==> src/rtl/maxpool_relu_2.sv <==
// maxpool_relu_2
//   2x2 / stride-2 max pooling with ReLU and unsigned saturation for three
//   signed channels. The input is a raster of IN_WIDTH x IN_HEIGHT pixels and
//   the output is the (IN_WIDTH/2) x (IN_HEIGHT/2) pooled grid. All three
//   channels share one set of position counters and one valid strobe.
//
// Ports
//   clk                      rising-edge clock
//   rst_n                    synchronous reset, active HIGH despite the name
//   valid_in                 one pixel per channel on each asserted cycle
//   conv_out_1..3            signed CONV_BIT-bit samples in raster order
//   max_value_1..3           pooled, rectified, saturated OUT_BIT-bit results
//   valid_out_relu           one-cycle strobe per pooled output beat
module maxpool_relu_2 #(
  parameter int CONV_BIT  = 14,
  parameter int OUT_BIT   = 12,
  parameter int IN_WIDTH  = 24,
  parameter int IN_HEIGHT = 24
) (
  input  logic                       clk,
  input  logic                       rst_n,
  input  logic                       valid_in,
  input  logic signed [CONV_BIT-1:0] conv_out_1,
  input  logic signed [CONV_BIT-1:0] conv_out_2,
  input  logic signed [CONV_BIT-1:0] conv_out_3,
  output logic        [OUT_BIT-1:0]  max_value_1,
  output logic        [OUT_BIT-1:0]  max_value_2,
  output logic        [OUT_BIT-1:0]  max_value_3,
  output logic                       valid_out_relu
);

  localparam int NCH    = 3;
  localparam int HALF_W = IN_WIDTH / 2;
  localparam int CW     = $clog2(IN_WIDTH);
  localparam int RW     = $clog2(IN_HEIGHT);
  localparam int HW     = CW - 1;

  // Largest representable unsigned output, expressed in the signed input width
  // (the input is wider than the output, so this value is positive).
  localparam logic signed [CONV_BIT-1:0] SAT_C = CONV_BIT'(2**OUT_BIT - 1);

  // Position counters
  logic [CW-1:0] col_q, col_d;
  logic [RW-1:0] row_q, row_d;

  // Per-channel datapath
  logic signed [CONV_BIT-1:0] din    [NCH];
  logic signed [CONV_BIT-1:0] hold_q [NCH];
  logic signed [CONV_BIT-1:0] line_q [NCH][HALF_W];
  logic signed [CONV_BIT-1:0] pair   [NCH];
  logic signed [CONV_BIT-1:0] win    [NCH];
  logic        [OUT_BIT-1:0]  relu   [NCH];
  logic        [OUT_BIT-1:0]  max_q  [NCH];
  logic        [OUT_BIT-1:0]  max_d  [NCH];

  logic          valid_q, valid_d;
  logic          col_odd, row_odd, fire;
  logic [HW-1:0] idx;

  always_comb begin
    din[0] = conv_out_1;
    din[1] = conv_out_2;
    din[2] = conv_out_3;

    col_odd = col_q[0];
    row_odd = row_q[0];
    idx     = col_q[CW-1:1];
    fire    = valid_in & col_odd & row_odd;

    col_d = col_q;
    row_d = row_q;
    if (valid_in) begin
      if (col_q == CW'(IN_WIDTH - 1)) begin
        col_d = '0;
        row_d = (row_q == RW'(IN_HEIGHT - 1)) ? '0 : row_q + 1'b1;
      end else begin
        col_d = col_q + 1'b1;
      end
    end

    for (int unsigned c = 0; c < NCH; c++) begin
      // Horizontal pair, then vertical against the pair kept from the even row.
      pair[c] = (din[c] > hold_q[c]) ? din[c] : hold_q[c];
      win[c]  = (line_q[c][idx] > pair[c]) ? line_q[c][idx] : pair[c];

      if (win[c][CONV_BIT-1]) begin
        relu[c] = '0;
      end else if (win[c] > SAT_C) begin
        relu[c] = '1;
      end else begin
        relu[c] = win[c][OUT_BIT-1:0];
      end

      max_d[c] = fire ? relu[c] : max_q[c];
    end

    valid_d = fire;
  end

  // Control and output registers; reset wins over a simultaneous valid_in.
  always_ff @(posedge clk) begin
    if (rst_n) begin
      col_q   <= '0;
      row_q   <= '0;
      valid_q <= 1'b0;
      for (int unsigned c = 0; c < NCH; c++) begin
        max_q[c] <= '0;
      end
    end else begin
      col_q   <= col_d;
      row_q   <= row_d;
      valid_q <= valid_d;
      for (int unsigned c = 0; c < NCH; c++) begin
        max_q[c] <= max_d[c];
      end
    end
  end

  // Hold registers and half-row buffer are always written before they are
  // read within a frame, so they carry no reset.
  always_ff @(posedge clk) begin
    for (int unsigned c = 0; c < NCH; c++) begin
      if (valid_in && !col_odd) begin
        hold_q[c] <= din[c];
      end
      if (valid_in && col_odd && !row_odd) begin
        line_q[c][idx] <= pair[c];
      end
    end
  end

  assign max_value_1    = max_q[0];
  assign max_value_2    = max_q[1];
  assign max_value_3    = max_q[2];
  assign valid_out_relu = valid_q;

endmodule

==> config.mk <==
export PLATFORM = sky130hd
export DESIGN_NAME = maxpool_relu_2
export DESIGN_NICKNAME = d
export VERILOG_FILES = /design/src/rtl/maxpool_relu_2.sv
export SDC_FILE = /design/constraint.sdc
export NUM_CORES = 1
export LEC_CHECK = 0
export CAP_MARGIN = 0
export CORE_MARGIN = 2
export CORE_UTILIZATION = 55
export DETAILED_ROUTE_END_ITERATION = 6
export PLACE_DENSITY = 0.73
export SLEW_MARGIN = 20
export SYNTH_ARGS = -nofsm -noshare
export SYNTH_HDL_FRONTEND = slang
export SYNTH_SLANG_ARGS = --single-unit
==> constraint.sdc <==
create_clock -name clk -period 8.25 [get_ports clk]
set_input_delay 1.2375 -clock clk [delete_from_list [all_inputs] [get_ports clk]]
set_output_delay 1.2375 -clock clk [all_outputs]
set_load 0.1 [all_outputs]
==> out/results.ini <==
[sta]
max_clock_freq_mhz = 153
period_needed_ns = 6.55
timing_max_transition_violations_final = 0
finalSetupViolations = 0
unrepaired_setup_endpoints_after_global_routing = false
timing.final.crit_share = 0.794
final.setup_skew_ns = 0.0224
setup_slack_ns = 1.70
worst_slew_margin_relative_to_its_limit = 0.251
hold_viol = 0
setup_total_negative_slack_ns = 0
slew_worst_pin_ns = 1.12

[floorplan]
fp.dieH_um = 221
die_footprint_mm2 = 0.0487
area_of_the_core_region_mm2 = 0.0465
fp-row-count = 79
start_util = 0.555
chipWidth_um = 221
boundaryPins = 82

[grt]
via_count_of_the_first_global_routing_pass = 14900
groute.layer.met1.usage = 0.344
groute.layer.met3.usage = 0.0384
total_overflow_reported_by_the_global_router = 0
grt_antenna_before_repair = 0
grt_busiest_layer = met2
groute.layer.met2.usage = 0.392
grt_first_pass_wirelength_um = 87900
global_route_usage_over_all_layers = 0.242
grt_start_max_net_pins = 76

[min_path]
worst_hold_path.num_cells = 2
worst_hold_path_type = flip-flop to flip-flop
hp-start = max_q[0][26]
worst_hold_path.endpoint = max_q[0][26]

[setup_path]
timing.critical_path.cells = clkdlybuf4s50_1 -> ha_1 -> nand4_2 -> nor4_4 -> nor2b_1 -> o21a_2 -> nor2_4 -> mux2_2 -> clkinv_1 -> ha_1 -> and4_1 -> and3_1 -> o31ai_1 -> a221o_1 -> o41ai_2 -> nor3_1 -> o21ai_2 -> o211ai_1 -> a311oi_1
worstSetupStartpointType = primary input
crit_type = primary input to flip-flop
crit_fanout = 24
critPathArrivalTime_ns = 7.07
worst-r2r-cell-count = 19
worst_setup_path_end_kind = flip-flop
worst-r2r-setup-slack_ns = 2.41
critical_path.reg2reg.startpoint = hold_q[0][11]
slowest_stage = sky130_fd_sc_hd__o21ai_2
worst_ep_required_time_ns = 8.76
critical_path.reg2reg.endpoint = max_q[0][10]
timing.critical_path.mode_cell = sky130_fd_sc_hd__ha_1
cpPeakStageDelay_ns = 0.66

[clock_tree]
cts_post_setup_buffers_inserted = 0
clock_tree.root_cell = sky130_fd_sc_hd__clkbuf_16
clock_tree.htree_level_count = 2
numClockSinks = 593
post_cts.resized_instances = 0
cts_hold_buf = 0
cts_tree = built
cts-buffers-inserted = 57
source_to_sink_clock_delay_at_the_later_pin_of_the_worst_skew_pair_ns = 0.61
clk_pin_slew_ns = 0.06
cts_max_path_buffers = 3

[synth]
synth_common_cells = 546 x sky130_fd_sc_hd__edfxtp_1, 122 x sky130_fd_sc_hd__mux4_2, 95 x sky130_fd_sc_hd__nor2_1
synth_area_leaders = sky130_fd_sc_hd__edfxtp_1 64%, sky130_fd_sc_hd__mux4_2 11%, sky130_fd_sc_hd__dfxtp_1 3.6%
yosysWarnings = 0
postSynthNetCount = 1709
post_synth.cell_area_avg_um2 = 16.2
synth_sequential_area_ratio = 0.672
synthDominantAreaCellType = sky130_fd_sc_hd__edfxtp_1
synth_ff_type = sky130_fd_sc_hd__edfxtp_1
synthDistinctLibCells = 83
netlist_instances = 1592
yosysTopAreaCellShare = 0.636
yosys_register_bits = 593
synthMostInstantiatedCell = sky130_fd_sc_hd__edfxtp_1
synth-edff-count = 546
mappedNetlistArea_mm2 = 0.0258
synth-async-reset-ratio = 0

[cells_and_area]
antenna_cells_inserted = 0
final_cell_area_mm2 = 0.0293
final_util = 0.630
area_delta_synth_final_pct = 13.5
final_layout_size_suffix_gt1_frac = 0.172
finalNetCount = 1808

[power_and_ir_drop]
vdd_ir_drop_max_mv = 0.173
totalPowerFinal_w = 0.00677
pwr_density_cell_mw_per_mm2 = 231
power_leakage_nw = 9.68

[placement]
postPlaceCellArea_mm2 = 0.0274
dp_worst_setup_slack_ns = 1.16
place.port_buffers = 81
post-dp-hpwl_um = 33900
gpl.final_weighted_congestion = 0.897

[routing]
drc = 0
detail_route.iter0.violations = 1599
post_drt_via_cell_ratio = 6.25
detail_route.wirelength_um = 57300
post_drt_wl_per_cell_um = 24.4
first_pass_iters = 5
antenna_left = 0
via_total_after_detailed_routing = 14700

[run_status]
outcome = completed

[run]
drv.max_cap_violation_count = 0

## cell type report
class	instances	area (um2)
Sequential cell	593	17300
Inverter	91	342
Timing Repair Buffer	115	1070
Clock inverter	34	334
Fill cell	3305	17200
Multi-Input combinational cell	833	7860
Clock buffer	74	1570
Tap cell	607	759
## critical path: cells and delay by family
kind | cells | cell delay [ns]
adder cells (fa/ha/maj) | 2 | 0.81
AO/OA/AOI/OAI | 7 | 2.08
multiplexers | 1 | 0.49
buffers and inverters | 2 | 0.78
AND/OR/NAND/NOR | 7 | 1.64
## worst max path at each step
| stage | endpoint | startpoint | depth (start not counted) | slack (ns) |
|---|---|---|---|---|
| floorplan | max_q[0][10] | conv_out_1[13] | 21 | 2.29 |
| global placement | max_q[0][7] | conv_out_1[13] | 19 | 1.44 |
| detailed placement | max_q[0][1] | conv_out_1[13] | 19 | 1.16 |
| CTS | max_q[0][10] | conv_out_1[13] | 19 | 1.79 |
| global route | max_q[0][1] | conv_out_1[11] | 19 | 1.29 |
| finish | max_q[0][10] | conv_out_1[13] | 19 | 1.70 |
## placed cells by master (no fill, tap or decap), types with 14 or more instances in the layout
master and n:
sky130_fd_sc_hd__o21ai_1 22, sky130_fd_sc_hd__mux4_2 122, sky130_fd_sc_hd__clkdlybuf4s50_1 80, sky130_fd_sc_hd__o211ai_1 36, sky130_fd_sc_hd__mux2i_1 65, sky130_fd_sc_hd__nand4_1 14, sky130_fd_sc_hd__a21oi_1 46, sky130_fd_sc_hd__nand2_1 91
sky130_fd_sc_hd__ha_1 72, sky130_fd_sc_hd__a311oi_1 19, sky130_fd_sc_hd__dfxtp_1 43, sky130_fd_sc_hd__buf_4 33, sky130_fd_sc_hd__o21ai_0 50, sky130_fd_sc_hd__clkbuf_16 59, sky130_fd_sc_hd__inv_1 89, sky130_fd_sc_hd__nor2_1 88
sky130_fd_sc_hd__edfxtp_1 546
## registers in the layout, indices dropped and copies added (netlist names)
signal,cells
hold_q,42
line_q,504
row_q,5
valid_out_relu,1
max_q,36
col_q,5
## power breakdown
part / switching [W] / internal (W) / total (W) / leakage, nW
combinational: 0.000441 / 0.000261 / 0.000701 / 3.41
sequential: 0.0000230 / 0.00340 / 0.00342 / 5.33
clock: 0.00111 / 0.00153 / 0.00265 / 0.941
total: 0.00158 / 0.00519 / 0.00677 / 9.68
## cells by family after synthesis
family          after synthesis  share of synthesized area
flops                       593                      0.672
simple gates                289                     0.0537
fa+ha+maj                    78                     0.0373
mux                         196                      0.136
xor+xnor                     14                    0.00475
compound gates              256                     0.0690
buf+inv                     166                     0.0275
## through the flow
step	cells	hold WS, ns
6_report	2347	0.502
5_1_grt	2347	0.517
4_1_cts	2347	0.493
3_5_place_dp	2239	0.478
3_3_place_gp	2239	0.464
2_1_floorplan	1592	0.484
## metal layers
metal	part of all wire	wire length, um	vias to the layer above
met5	0	0	-
met4	0.022	1280	0
met3	0.069	3980	92
met2	0.48	27600	619
met1	0.43	24500	7469
li1	-	-	6491
(Power assumes the default switching activity.)
